==> src/rtl/vga_timing_pkg.sv <==
// rtl/vga_timing_pkg.sv - shared timing constants, totals and coordinate type for the VGA raster generator
package vga_timing_pkg;

   typedef logic [9:0] coord_t;

   localparam int unsigned H_VISIBLE_DEF = 640;
   localparam int unsigned H_FRONT_DEF   = 16;
   localparam int unsigned H_SYNC_DEF    = 96;
   localparam int unsigned H_BACK_DEF    = 48;
   localparam int unsigned V_VISIBLE_DEF = 480;
   localparam int unsigned V_FRONT_DEF   = 10;
   localparam int unsigned V_SYNC_DEF    = 2;
   localparam int unsigned V_BACK_DEF    = 33;

   function automatic int unsigned h_total(input int unsigned visible, input int unsigned front,
                                           input int unsigned sync, input int unsigned back);
      return visible + front + sync + back;
   endfunction

   function automatic int unsigned v_total(input int unsigned visible, input int unsigned front,
                                           input int unsigned sync, input int unsigned back);
      return visible + front + sync + back;
   endfunction

endpackage

==> src/rtl/vga_timing_if.sv <==
// rtl/vga_timing_if.sv - raster coordinate and sync bundle from the timing generator to pixel stages
interface vga_timing_if;
   import vga_timing_pkg::*;

   coord_t      DrawX;
   coord_t      DrawY;
   logic        blank;
   logic        hs;
   logic        vs;
   logic        vblank_start;
   logic [15:0] frame_count;

   modport master (output DrawX, DrawY, blank, hs, vs, vblank_start, frame_count);
   modport slave  (input  DrawX, DrawY, blank, hs, vs, vblank_start, frame_count);

endinterface

==> src/rtl/vga_timing_axis.sv <==
// rtl/vga_timing_axis.sv - one raster axis: wrapping counter with registered active and sync_n
module vga_timing_axis
   import vga_timing_pkg::*;
#(
   parameter int unsigned VISIBLE = 640,
   parameter int unsigned FRONT   = 16,
   parameter int unsigned SYNC    = 96,
   parameter int unsigned BACK    = 48
) (
   input  logic   vga_clk,
   input  logic   reset_n,
   input  logic   en,
   output logic   wrap,
   output coord_t count_next,
   output coord_t count,
   output logic   active,
   output logic   sync_n
);

   localparam int unsigned TOTAL   = h_total(VISIBLE, FRONT, SYNC, BACK);
   localparam coord_t      LAST    = coord_t'(TOTAL - 1);
   localparam coord_t      VIS_END = coord_t'(VISIBLE);
   localparam coord_t      SYNC_LO = coord_t'(VISIBLE + FRONT);
   localparam coord_t      SYNC_HI = coord_t'(VISIBLE + FRONT + SYNC);

   always_comb begin
      wrap       = en && (count == LAST);
      count_next = count;
      if (en) begin
         count_next = wrap ? '0 : count + coord_t'(1);
      end
   end

   // active/sync_n are derived from count_next so they line up with count in every cycle
   always_ff @(posedge vga_clk) begin
      if (!reset_n) begin
         count  <= '0;
         active <= 1'b1;
         sync_n <= 1'b1;
      end else begin
         count  <= count_next;
         active <= (count_next < VIS_END);
         sync_n <= !((count_next >= SYNC_LO) && (count_next < SYNC_HI));
      end
   end

endmodule

==> src/rtl/vga_timing_gen.sv <==
// rtl/vga_timing_gen.sv - 640x480@60 raster timing: coordinates, blank, syncs and per-frame tick
module vga_timing_gen
   import vga_timing_pkg::*;
#(
   parameter int unsigned H_VISIBLE = H_VISIBLE_DEF,
   parameter int unsigned H_FRONT   = H_FRONT_DEF,
   parameter int unsigned H_SYNC    = H_SYNC_DEF,
   parameter int unsigned H_BACK    = H_BACK_DEF,
   parameter int unsigned V_VISIBLE = V_VISIBLE_DEF,
   parameter int unsigned V_FRONT   = V_FRONT_DEF,
   parameter int unsigned V_SYNC    = V_SYNC_DEF,
   parameter int unsigned V_BACK    = V_BACK_DEF
) (
   input  logic         vga_clk,
   input  logic         reset_n,
   vga_timing_if.master vid
);

   localparam coord_t VBLANK_LINE = coord_t'(V_VISIBLE);

   coord_t      h_count, h_next, v_count, v_next;
   logic        h_wrap, v_wrap_unused;
   logic        h_active, v_active, h_sync_n, v_sync_n;
   logic        vblank_q;
   logic [15:0] frame_count_q;

   vga_timing_axis #(
      .VISIBLE(H_VISIBLE), .FRONT(H_FRONT), .SYNC(H_SYNC), .BACK(H_BACK)
   ) u_h_axis (
      .vga_clk    (vga_clk),
      .reset_n    (reset_n),
      .en         (1'b1),
      .wrap       (h_wrap),
      .count_next (h_next),
      .count      (h_count),
      .active     (h_active),
      .sync_n     (h_sync_n)
   );

   vga_timing_axis #(
      .VISIBLE(V_VISIBLE), .FRONT(V_FRONT), .SYNC(V_SYNC), .BACK(V_BACK)
   ) u_v_axis (
      .vga_clk    (vga_clk),
      .reset_n    (reset_n),
      .en         (h_wrap),
      .wrap       (v_wrap_unused),
      .count_next (v_next),
      .count      (v_count),
      .active     (v_active),
      .sync_n     (v_sync_n)
   );

   // frame tick marks entry into vertical blanking, not the start of line 0
   always_ff @(posedge vga_clk) begin
      if (!reset_n) begin
         vblank_q      <= 1'b0;
         frame_count_q <= '0;
      end else begin
         vblank_q <= (h_next == '0) && (v_next == VBLANK_LINE);
         if ((h_next == '0) && (v_next == VBLANK_LINE)) begin
            frame_count_q <= frame_count_q + 16'd1;
         end
      end
   end

   assign vid.DrawX        = h_count;
   assign vid.DrawY        = v_count;
   assign vid.blank        = h_active & v_active;
   assign vid.hs           = h_sync_n;
   assign vid.vs           = v_sync_n;
   assign vid.vblank_start = vblank_q;
   assign vid.frame_count  = frame_count_q;

endmodule

==> src/flat_wrapper.sv <==
// flat-port wrapper written by rule: the top's interface ports become plain ports
module vga_timing_gen_flat import vga_timing_pkg::*;
#(
   parameter int unsigned H_VISIBLE = H_VISIBLE_DEF,
   parameter int unsigned H_FRONT   = H_FRONT_DEF,
   parameter int unsigned H_SYNC    = H_SYNC_DEF,
   parameter int unsigned H_BACK    = H_BACK_DEF,
   parameter int unsigned V_VISIBLE = V_VISIBLE_DEF,
   parameter int unsigned V_FRONT   = V_FRONT_DEF,
   parameter int unsigned V_SYNC    = V_SYNC_DEF,
   parameter int unsigned V_BACK    = V_BACK_DEF
)
  (vga_clk, reset_n, vid_DrawX, vid_DrawY, vid_blank, vid_hs, vid_vs, vid_vblank_start, vid_frame_count);
  vga_timing_if vid_i ();
  input  logic vga_clk;
  input  logic reset_n;
  output wire logic [$bits(vid_i.DrawX)-1:0] vid_DrawX;
  output wire logic [$bits(vid_i.DrawY)-1:0] vid_DrawY;
  output wire logic [$bits(vid_i.blank)-1:0] vid_blank;
  output wire logic [$bits(vid_i.hs)-1:0] vid_hs;
  output wire logic [$bits(vid_i.vs)-1:0] vid_vs;
  output wire logic [$bits(vid_i.vblank_start)-1:0] vid_vblank_start;
  output wire logic [$bits(vid_i.frame_count)-1:0] vid_frame_count;
  assign vid_DrawX = vid_i.DrawX;
  assign vid_DrawY = vid_i.DrawY;
  assign vid_blank = vid_i.blank;
  assign vid_hs = vid_i.hs;
  assign vid_vs = vid_i.vs;
  assign vid_vblank_start = vid_i.vblank_start;
  assign vid_frame_count = vid_i.frame_count;
  vga_timing_gen #(.H_VISIBLE(H_VISIBLE), .H_FRONT(H_FRONT), .H_SYNC(H_SYNC), .H_BACK(H_BACK), .V_VISIBLE(V_VISIBLE), .V_FRONT(V_FRONT), .V_SYNC(V_SYNC), .V_BACK(V_BACK)) u_core (.vga_clk(vga_clk), .reset_n(reset_n), .vid(vid_i));
endmodule
==> config.mk <==
export PLATFORM = sky130hd
export DESIGN_NAME = vga_timing_gen_flat
export DESIGN_NICKNAME = d
export VERILOG_FILES = /design/src/rtl/vga_timing_pkg.sv /design/src/rtl/vga_timing_if.sv /design/src/rtl/vga_timing_axis.sv /design/src/rtl/vga_timing_gen.sv /design/src/flat_wrapper.sv
export SDC_FILE = /design/constraint.sdc
export NUM_CORES = 1
export LEC_CHECK = 0
export BUFFER_PORTS_ARGS = -buffer_cell sky130_fd_sc_hd__buf_2
export CAP_MARGIN = 0
export CORE_ASPECT_RATIO = 1.75
export CORE_UTILIZATION = 25
export DETAILED_ROUTE_END_ITERATION = 10
export PLACE_DENSITY = 0.41
export REMOVE_ABC_BUFFERS = 1
export SKIP_CTS_REPAIR_TIMING = 1
export SKIP_LAST_GASP = 1
export SYNTH_ARGS = -nofsm -noshare
export SYNTH_HDL_FRONTEND = slang
export SYNTH_SLANG_ARGS = --single-unit
==> constraint.sdc <==
create_clock -name vga_clk -period 4.29 [get_ports vga_clk]
set_clock_uncertainty 0.1 [all_clocks]
set_input_delay 0.429 -clock vga_clk [delete_from_list [all_inputs] [get_ports vga_clk]]
set_output_delay 0.429 -clock vga_clk [all_outputs]
set_load 0.02 [all_outputs]
Word level (Yosys, flattened, before mapping)
Cells that the tools add are included.
{"block": "word_totals", "output_inout_bits": 40, "reg_bits": 41, "elab_cells": 31, "input_bits": 2}
{"block": "op_classes", "muxes": 3, "magnitude_cmp": 6, "n_eq_ne": 3, "addsub": 3, "reduce_logical": 7, "bitwise": 1}
{"op": "10-bit two-way mux", "n": 3}
{"op": "10-bit by 1-bit adder with 10-bit output, second input constant", "n": 2}
{"op": "10-bit equality test, second input constant", "n": 2}
{"op": "10-bit < comparator, second input constant", "n": 2}
{"op": "10-bit by 9-bit < comparator with 1-bit output, second input constant", "n": 2}
{"op": "16-bit by 1-bit adder with 16-bit output, second input constant", "n": 1}
{"op": "10-bit by 9-bit equality test with 1-bit output, second input constant", "n": 1}
{"op": "10-bit greater-or-equal comparator, second input constant", "n": 1}
{"op": "10-bit by 9-bit greater-or-equal comparator with 1-bit output, second input constant", "n": 1}
{"op": "10-bit logical NOT", "n": 1}
{"op": "1-bit logical AND", "n": 4}
{"op": "1-bit logical NOT", "n": 2}
{"op": "1-bit bitwise AND", "n": 1}

Depth between registers and ports, before layout
Gate-level depths: netlist of the first run.
{"block": "logic_depth", "ltp_word": 7, "depth_mapped": 12}

Modules after synthesis
From an unflattened synthesis of the first run, not the netlist that was laid out.
{"block": "hier_totals", "hier_cells": 254, "hier_area_um2": 2225.9}
{"mod": "vga_timing_gen", "cells_each": 105, "area_per_inst_um2": 957.2, "n_inst": 1}
{"mod": "vga_timing_axis (u_core.u_v_axis)", "cells_each": 82, "area_per_inst_um2": 695.7, "n_inst": 1}
{"mod": "vga_timing_axis (u_core.u_h_axis)", "cells_each": 67, "area_per_inst_um2": 573.0, "n_inst": 1}

Worst setup path after synthesis of the first run
No wires, ideal clock.
{"block": "synth_path", "kind": "flip-flop to flip-flop", "start": "register u_core.u_h_axis.count[0]", "end": "register u_core.frame_count_q[14] (netlist: u_core.vid.frame_count[14])", "required_ns": 4.120, "setup_time_ns": 0.070, "path_stages_with_launch": 10, "path_buffers": 1, "arrival_ns": 3.120, "path_slack_ns": 1.000, "cell_sequence": "dfxtp_1 > ha_1 > nand4_1 > or4_4 > or3_4 > a211oi_2 > nand4_2 > buf_6 > or4_1 > a21oi_1"}
{"block": "synth_via", "elab_chain_len": 6, "elab_cells_between_ends": 9, "classes_between": "1 x add/sub; 2 x eq/ne; 3 x mux; 3 x reduce/logical"}
{"element": "from (decl)", "line_no": "vga_timing_axis.sv:15", "source": "output coord_t count,"}
{"element": "from (signal assigned)", "line_no": "vga_timing_axis.sv:41", "source": "count <= count_next;"}
{"element": "parallel branches: the longest is 5 deep, another holds 10-bit by 1-bit adder with 10-bit output"}
{"element": "1-bit logical AND (*)", "line_no": "vga_timing_gen.sv:60", "source": "if ((h_next == '0) && (v_next == VBLANK_LINE)) begin"}
{"element": "to (signal assigned)", "line_no": "vga_timing_gen.sv:61", "source": "frame_count_q <= frame_count_q + 16'd1;"}
{"element": "to (decl)", "line_no": "vga_timing_gen.sv:25", "source": "logic [15:0] frame_count_q;"}
Mark *: on every way between the ends.
A chain may end at the register's enable or synchronous reset.

Worst setup path in the final report of the first run
Same ends and word-level chain as after synthesis.

==> run metrics, run 1 <==
Async SR Flop Fraction 0%; Syn Area/Cell 8.30 µm²; grt ovf 0; sequential area share after synthesis 37.5%; Synth Instances 264; commonest cells in the synthesized netlist dfxtp_1 (41), nor2_1 (24), nand2_1 (23); layout cells sized above 1 19.4%; initial antenna violation count 0; wire per inst 15.5 µm; top-area cell type share of the netlist area 37.5%; HPWL after DPL 4.76 mm; Die Wd 72.8 µm; Worst Path Arrival 3.57 ns; CP required 4.39 ns; std cell rows 44; design area 0.00262 mm²; relative slew slack 27.0%; Internal Power 0.000601 W; Die Y 126 µm; core area 0.00842 mm²; Clock Latency Late Sink 0.29 ns; CTS Root Cell clkbuf_16; # diodes 0; DR DRC count 0; Least-Margin Pin Slew 1.09 ns; Hold Crit Class input port to flop; Final Cycle Share 80.9%; unrepaired setup endpoints after global routing no; count of pins over their slew limit 0; clk sink count 41; DR iter-0 viols 91; crit end category flop; status completed; Cell Count Post-Placement 408; Final Hold Viols 0; Initial Util 26.0%; # IOs 42; clock slew at reported path FFs 0.06 ns; Yosys cell types 52; clock network power share 46.0%; Total GRT Usage 15.3%; biggest area consumer among synthesized cells dfxtp_1; Max Fclk 288 MHz; WS Path Type flop to flop; PwrDens 296 mW/mm²; total clock buffers created by CTS 5; Leak Pwr 0.961 nW; cell area after placement 0.00248 mm²; antenna-violating nets left 0; Reg power frac 50.5%; Hold WS 0.327 ns; vias in the first global route 2080; first-pass GRT wire length 10.6 mm; Gate power share 3.5%; synth warn 0; Vias 2130; CP Launch Point u_core.u_h_axis.count[0]; setup TNS 0 ns; Post-synth EDFFs 0; first-pass detailed-route iteration total 5; Final nets 306; Synth Register Bits 41; fin cells 414; routed wire length 6.43 mm; CP Max Fanout 31; top-count cell post-synth dfxtp_1; Vias/cell 5.14; Top FF cell, synth dfxtp_1; CTS tree built; port bufs 41; R2R Path Start u_core.u_h_axis.count[0]; Final Util 31.0%; worst reg2reg path depth 9; Worst R2R End u_core.vid.frame_count[14]; Die ar. 0.00916 mm²; Post-Synthesis Cell Area 0.00219 mm²; Max Cap Viol 0; synth top area cells dfxtp_1 (37%), a21oi_1 (4.8%), o31ai_1 (4.8%), or4_1 (4.5%), nor2_1 (4.1%); Psw 0.000173 W; Net Sw Frac 22.3%; Layout area overhead 19.4%; setup slack, reg-to-reg 0.82 ns; clk buf depth 2; VDD IR max 0.149 mV; H-tree levels 2; routability cong. 0.802; min Tclk post-route 3.47 ns; startpoint types flop; crit path to u_core.vid.frame_count[14]; largest net degree at the start of global routing 32; final setup vio count 0
power by group through the flow:
stage	logic, W	clock network, W	registers [W]
2_1_floorplan	0.0000131	0	0.000402
5_1_grt	0.0000295	0.000388	0.000391
4_1_cts	0.0000278	0.000376	0.000390
3_5_place_dp	0.0000275	0	0.000399
3_3_place_gp	0.0000280	0	0.000399
6_report	0.0000269	0.000356	0.000391
worst min path at each step:
stage / start / to / slack [ns] / cells past startpoint
after floorplan: reset_n / u_core.u_v_axis.active / 0.41 / 1
after global placement: u_core.vid.frame_count[15] / u_core.vid.frame_count[15] / 0.36 / 2
after detailed placement: u_core.vid.frame_count[15] / u_core.vid.frame_count[15] / 0.37 / 2
after CTS: reset_n / u_core.u_v_axis.active / 0.34 / 2
after global routing: reset_n / u_core.u_v_axis.active / 0.34 / 2
final: reset_n / u_core.u_v_axis.active / 0.33 / 2
stage by stage:
step                worst slack [ns]  power (W)
floorplan                      0.703   0.000415
global placement               0.940   0.000427
detailed placement             0.838   0.000427
CTS                            0.804   0.000794
global route                   0.571   0.000809
finish                         0.818   0.000773
sequential cells by signal (all words and copies together), names as in the netlist:
register,flops
u_core.vid.frame_count,16
u_core.u_h_axis.count,10
u_core.u_v_axis.count,10
u_core.u_h_axis.active,1
u_core.u_h_axis.sync_n,1
u_core.u_v_axis.active,1
u_core.u_v_axis.sync_n,1
u_core.vid.vblank_start,1
critical path, stage by stage, from the launching register on:
cell and delay [ns]:
dfxtp_1 0.45, ha_1 0.31, nand4_1 0.24, or4_4 0.60, or3_4 0.38, a211oi_2 0.30
nand4_2 0.12, buf_4 0.24, or4_1 0.49, a21oi_1 0.15
layer usage:
layer,vias to the layer above,routed length [µm],global-route usage (%),part of all wire (%)
li1,1047,-,-,-
met1,1005,2480,16.0,39
met2,62,3510,27.9,55
met5,-,0,0,0
met4,0,213,7.96,3.3
met3,16,223,2.96,3.5
cell families (layout without fill, tap and decap cells):
group | Yosys count | in the layout | share of synthesized area, %
AOI/OAI and AO/OA | 61 | 61 | 18.7
xor gates and xnor gates | 11 | 11 | 4.40
adders and majority gates | 4 | 4 | 2.28
buffers and inverters | 29 | 64 | 6.28
DFF | 41 | 41 | 37.5
muxes | 2 | 2 | 0.914
and+or+nand+nor | 116 | 116 | 29.9
cell usage in the layout (no fill, tap or decap), types with 5 or more instances in the layout:
master / n
nand3_1: 9
xnor2_1: 6
and2_1: 5
xor2_1: 5
clkbuf_16: 5
nor3_1: 5
buf_2: 41
nand4_1: 9
a21oi_1: 21
inv_1: 12
or4_1: 13
buf_4: 5
nand2_1: 23
nor2_1: 24
dfxtp_1: 41
o31ai_1: 14
cell type report:
cell class                 instances  area [µm²]
inverter                          12        45.0
clock inverter                     1        5.00
multi-input combinational        194        1230
fill                             929        5810
timing repair buffer              46         243
tap                              115         144
sequential                        41         821
clock buffer                       5         125
Note: power is estimated with default switching activity, not from simulation.
==> run 2, diff against run 1 <==
--- a/config.mk
+++ b/config.mk
@@ -5,12 +5,13 @@
 export SDC_FILE = /design/constraint.sdc
 export NUM_CORES = 1
 export LEC_CHECK = 0
+export ABC_AREA = 1
 export BUFFER_PORTS_ARGS = -buffer_cell sky130_fd_sc_hd__buf_2
 export CAP_MARGIN = 0
 export CORE_ASPECT_RATIO = 1.75
 export CORE_UTILIZATION = 25
 export DETAILED_ROUTE_END_ITERATION = 10
-export PLACE_DENSITY = 0.41
+export PLACE_DENSITY = 0.42
 export REMOVE_ABC_BUFFERS = 1
 export SKIP_CTS_REPAIR_TIMING = 1
 export SKIP_LAST_GASP = 1
==> constraint.sdc (replaced) <==
create_clock -name vga_clk -period 2.96 [get_ports vga_clk]
set_clock_uncertainty 0.1 [all_clocks]
set_input_delay 0.296 -clock vga_clk [delete_from_list [all_inputs] [get_ports vga_clk]]
set_output_delay 0.296 -clock vga_clk [all_outputs]
set_load 0.02 [all_outputs]
==> run metrics, run 2 <==
HPWL after DPL 5.31 mm (+12%); Synth Instances 345 (+31%); total chip power 0.00112 W (+45%); CP required 3.02 ns (-1.37 ns); # IOs 42 (unchanged); DR iter-0 viols 89 (-2.2%); Post-Synthesis Cell Area 0.00256 mm² (+17%); clock slew at reported path FFs 0.06 ns (about the same); synth top area cells dfxtp_1 (32%), nand2_1 (9.5%), nand4_1 (6.6%), nand2_2 (5.4%), inv_1 (5.1%); Synth Register Bits 41 (unchanged); first-pass GRT wire length 11.0 mm (+4.2%); clk buf depth 2 (unchanged); top-area cell type share of the netlist area 32.1% (-5.4 points); Vias 2374 (+11%); min Tclk post-route 2.58 ns (-0.897 ns); final setup vio count 0 (unchanged); # diodes 0 (unchanged); H-tree levels 2 (unchanged); DR DRC count 0 (unchanged); Worst Path Arrival 2.63 ns (-0.94 ns); Leak Pwr 1.35 nW (+41%); CP Max Fanout 16 (-48%); sequential area share after synthesis 32.1% (-5.4 points); layout cells sized above 1 27.8% (+8.4 points); status completed; first-pass detailed-route iteration total 4 (-1); Die Y 136 µm (+8.0%); Max Fclk 388 MHz (+35%); Top FF cell, synth dfxtp_1; Syn Area/Cell 7.42 µm² (-11%); startpoint types flop; CP max stage delay 0.44 ns (-0.16 ns); biggest area consumer among synthesized cells dfxtp_1; Layout area overhead 17.4%; max FFs per register 16 (unchanged); R2R Path Start u_core.u_h_axis.count[0]; Die Wd 78.5 µm (+7.9%); port bufs 41 (unchanged); relative slew slack 65.4% (+38 points); Final Hold Viols 0 (unchanged); top-count cell post-synth nand2_1; count of pins over their slew limit 0 (unchanged); std cell rows 48 (+9.1%); CP max-delay cell dfxtp_1; antenna-violating nets left 0 (unchanged); commonest cells in the synthesized netlist nand2_1 (65), dfxtp_1 (41), inv_1 (35); total clock buffers created by CTS 5 (unchanged); WS Path Type flop to flop; routability cong. 0.831 (+3.6%); initial antenna violation count 0 (unchanged); setup TNS 0 ns (unchanged); Cell Chain, Critical Path ha_1 -> nand2_4 -> nor2_8 -> inv_4 -> nor2_8 -> nand2_2 -> nand2_1 -> nor2_2 -> nor2_4 -> nand2_4 -> nor2_8 -> nand3_4 -> nand2_1 -> a21oi_1; Yosys cell types 31 (-40%); Crit path top cell by count nor2_8; Total GRT Usage 13.5% (-1.7 points); PwrDens 373 mW/mm² (+26%); Max Cap Viol 0 (unchanged); CTS tree built; Hold Crit Class input port to flop; most frequent cells in the layout nand2_1 (65), buf_2 (41), dfxtp_1 (41); VDD IR max 0.235 mV (+58%); Vias/cell 4.62 (-10%); CP Launch Point u_core.u_h_axis.count[0]; Final Cycle Share 87.0% (+6.1 points); synth warn 0 (unchanged); Post-synth EDFFs 0 (unchanged); CTS Root Cell clkbuf_16; commonest non-fill, non-tap cell in the layout nand2_1; unrepaired setup endpoints after global routing no; HP Start reset_n; Final nets 394 (+29%); largest net degree at the start of global routing 21 (-34%); grt ovf 0 (unchanged); Initial Util 25.8% (-0.18 points); fillers 1129 (+22%); Least-Margin Pin Slew 0.515 ns (-0.578 ns); clk sink count 41 (unchanged); routed wire length 6.81 mm (+5.9%); core area 0.00991 mm² (+18%); vias in the first global route 2314 (+11%); crit end category flop; Die ar. 0.0107 mm² (+16%); Async SR Flop Fraction 0% (unchanged); Clock Latency Late Sink 0.29 ns (about the same); wire per inst 13.3 µm (-15%)
[run 2: cell types whose count changed after synthesis, moves of 6 or more]
cell,change
nand2_1,+42
inv_1,+23
nand2_2,+22
nand4_1,+18
nand3_1,+16
o31ai_1,-14
or4_1,-13
a21oi_1,-10
a21oi_2,+10
nor2_1,+10
nor3_1,+8
xor2_1,+8
clkbuf_1,-6
[run 2: worst max-delay path, delay by kind of cell, from the launching register on]
family                   cells  cell delay, ns
AO/OA/AOI/OAI                1            0.07
buffers and inverters        1            0.07
flip-flops                   1            0.44
adder cells (fa/ha/maj)      1            0.25
AND/OR/NAND/NOR             11            1.52
[run 2: metal layers]
layer | vias up | track usage (%) | wire [µm]
met5 | - | 0 | 0
met4 | 0 | 6.69 | 148
met3 | 10 | 2.08 | 196
met2 | 43 | 25.9 | 3710
met1 | 1101 | 14.0 | 2760
li1 | 1220 | - | -
[run 2: final timing paths]
path / to / slack (ns) / depth (start not counted)
hold / removal: u_core.u_h_axis.count[1] / 0.18 / 3
hold reg to reg: u_core.vid.frame_count[15] / 0.39 / 2
setup reg to reg: u_core.vid.frame_count[13] / 0.38 / 14
setup / recovery: u_core.vid.frame_count[13] / 0.38 / 14
[run 2: logic make-up after synthesis]
| kind of cell | Yosys count | share of synthesized area [%] |
|---|---|---|
| compound gates | 28 | 7.53 |
| xor+xnor | 17 | 5.82 |
| fa+ha+maj | 4 | 1.96 |
| buf+inv | 48 | 9.19 |
| flops | 41 | 32.1 |
| simple gates | 207 | 43.5 |
[run 2: where the power goes]
group / switching, W / leakage [nW] / internal, W
clock: 0.000224 / 0.0706 / 0.000310
sequential: 0.00000452 / 0.331 / 0.000555
combinational: 0.0000201 / 0.950 / 0.00000694
[run 2: cell type report]
cell class / count / area, µm² / share of cell area, %
multi-input cells: 256 / 1500 / 50.1
flip-flops and latches: 41 / 821 / 27.3
repair buffers: 45 / 235 / 7.83
well taps: 125 / 156 / 5.21
inverters: 39 / 149 / 4.96
clock buffers: 6 / 129 / 4.29
clock inverters: 2 / 10.0 / 0.333
[run 2: stage by stage]
step	utilization (%)	cell area [µm²]	setup WS [ns]	cells	hold slack, ns
after detailed placement	28.9	2870	0.374	506	0.387
after floorplan	-	2470	0.527	336	0.289
after global placement	28.9	2870	0.398	506	0.382
final	30.3	3000	0.384	514	0.176
after global routing	30.3	3000	0.141	514	0.193
after CTS	30.3	3000	0.356	514	0.184
==> run 3, diff against run 2 <==
--- a/config.mk
+++ b/config.mk
@@ -5,13 +5,13 @@
 export SDC_FILE = /design/constraint.sdc
 export NUM_CORES = 1
 export LEC_CHECK = 0
-export ABC_AREA = 1
 export BUFFER_PORTS_ARGS = -buffer_cell sky130_fd_sc_hd__buf_2
 export CAP_MARGIN = 0
 export CORE_ASPECT_RATIO = 1.75
+export CORE_MARGIN = 2
 export CORE_UTILIZATION = 25
 export DETAILED_ROUTE_END_ITERATION = 10
-export PLACE_DENSITY = 0.42
+export PLACE_DENSITY = 0.47
 export REMOVE_ABC_BUFFERS = 1
 export SKIP_CTS_REPAIR_TIMING = 1
 export SKIP_LAST_GASP = 1
==> run metrics, run 3 (same netlist as run 1, synthesis figures left out) <==
pre-CTS WS -0.0276 ns (-0.401 ns); Leak Pwr 1.18 nW (-12%); total clock buffers created by CTS 5 (unchanged); HPWL after DPL 5.03 mm (-5.4%); CP max stage delay 0.54 ns (+0.10 ns); design area 0.00305 mm² (+1.4%); worst reg2reg path depth 9 (-5); Hold Crit Class input port to flop; min Tclk post-route 2.97 ns (+0.399 ns); Final Hold Viols 0 (unchanged); Hold EP u_core.u_v_axis.active; clock slew at reported path FFs 0.06 ns (about the same); Vias/cell 5.00 (+8.4%); setup slack, reg-to-reg -0.01 ns (-0.40 ns); Max Fclk 336 MHz (-13%); max FFs per register 16 (unchanged); Max Cap Viol 0 (unchanged); Initial Util 25.4% (-0.40 points); Layout area overhead 39.0%; CTS tree built; final setup vio count 4 (+4); WS Path Type flop to flop; std cell rows 45 (-6.3%); clk buf depth 2 (unchanged); setup TNS -0.0279 ns (-0.0279 ns); DR iter-0 viols 64 (-28%); startpoint types flop; Cell Chain, Critical Path ha_4 -> nand3_4 -> or4_4 -> or3_4 -> a211oi_4 -> nand4_4 -> clkbuf_16 -> or4_1 -> a21oi_1; Vias 2267 (-4.5%); family with the most delay on the worst path simple AND/OR/NAND/NOR gates; Worst R2R End u_core.vid.frame_count[12]; VDD IR max 0.216 mV (-8.1%); CP bufs+invs 1 (unchanged); wire per inst 14.9 µm (+13%); antenna-violating nets left 0 (unchanged); Hold WS 0.221 ns (+0.0451 ns); Die ar. 0.00956 mm² (-10%); most frequent cells in the layout buf_2 (41), buf_4 (37), dfxtp_1 (37); routed wire length 6.76 mm (-0.78%); Die Y 128 µm (-5.9%); cell area after placement 0.00273 mm² (-4.6%); Hold Path Stages 2 (-1); layout cells sized above 1 31.8% (+4.1 points); PwrDens 416 mW/mm² (+11%); CP required 3.08 ns (+0.06 ns); R2R Path Start u_core.u_v_axis.count[1]; CP Max Fanout 8 (-8); grt ovf 0 (unchanged); final worst slack -0.0147 ns (-0.399 ns); commonest non-fill, non-tap cell in the layout buf_2; CP max-delay cell or4_4; total chip power 0.00127 W (+13%); clk sink count 41 (unchanged); count of pins over their slew limit 0 (unchanged); H-tree levels 2 (unchanged); Total GRT Usage 14.8% (+1.2 points); CTS Root Cell clkbuf_16; Final Cycle Share 100% (+13 points); first-pass detailed-route iteration total 4 (unchanged); DR DRC count 0 (unchanged); failing checks negative setup slack; Worst Path Arrival 3.09 ns (+0.46 ns); unrepaired setup endpoints after global routing yes; core area 0.00861 mm² (-13%); vias in the first global route 2187 (-5.5%); crit end category flop; initial antenna violation count 0 (unchanged); # IOs 42 (unchanged); status complete, but fails checks; Die Wd 74.8 µm (-4.8%); Final nets 341 (-13%); relative slew slack 68.2% (+2.8 points); first-pass GRT wire length 10.7 mm (-2.7%); routability cong. 0.833 (+0.23%); Least-Margin Pin Slew 0.476 ns (-0.0396 ns); largest net degree at the start of global routing 32 (+52%); port bufs 41 (unchanged); HP Start reset_n; Clock Latency Late Sink 0.29 ns (about the same); # diodes 0 (unchanged)
==> run 3: cell count changes in the layout (fill, tap and decap cells not counted), sizes merged, moves of 8 or more <==
cell / before / now
buf: 45 / 79
or4: 0 / 14
nand4: 27 / 10
nand3: 29 / 9
xor2: 13 / 5
inv: 38 / 12
o31ai: 0 / 14
nor2: 46 / 24
nor3: 13 / 5
nand2: 91 / 23
==> run 3: how the worst max path moves through the flow <==
stage | startpoint | end | slack, ns | depth (start not counted)
floorplan | u_core.u_h_axis.count[0] | u_core.vid.frame_count[14] | -0.63 | 8
global placement | u_core.u_h_axis.count[0] | u_core.vid.frame_count[15] | 0.05 | 9
detailed placement | u_core.u_h_axis.count[0] | u_core.vid.frame_count[14] | -0.03 | 9
CTS | u_core.u_h_axis.count[0] | u_core.vid.frame_count[10] | -0.05 | 9
global route | u_core.u_v_axis.count[1] | u_core.vid.frame_count[15] | -0.11 | 9
finish | u_core.u_v_axis.count[1] | u_core.vid.frame_count[12] | -0.01 | 9
==> run 3: through the flow <==
step	util [%]	instances
5_1_grt	35.4	453
3_5_place_dp	31.7	441
6_report	35.4	453
3_3_place_gp	31.7	441
4_1_cts	33.7	449
2_1_floorplan	-	247
==> run 3: cell type report <==
class / count / area, µm²
clock buffers: 7 / 143
clock inverters: 1 / 30.0
fillers: 912 / 5570
inverters: 12 / 45.0
multi-input cells: 194 / 1300
flip-flops and latches: 41 / 826
well taps: 117 / 146
repair buffers: 81 / 553
==> run 3: layer usage <==
metal	routed length (µm)	track usage, %	share of wire [%]
met2	3800	26.9	56
met1	2550	15.3	38
met4	186	7.46	2.8
met5	0	0	0
met3	227	3.07	3.4
==> run 3: report_power, final <==
part           switching, W  internal, W
logic             0.0000371    0.0000231
registers        0.00000320     0.000557
clock network      0.000224     0.000422
total              0.000264      0.00100
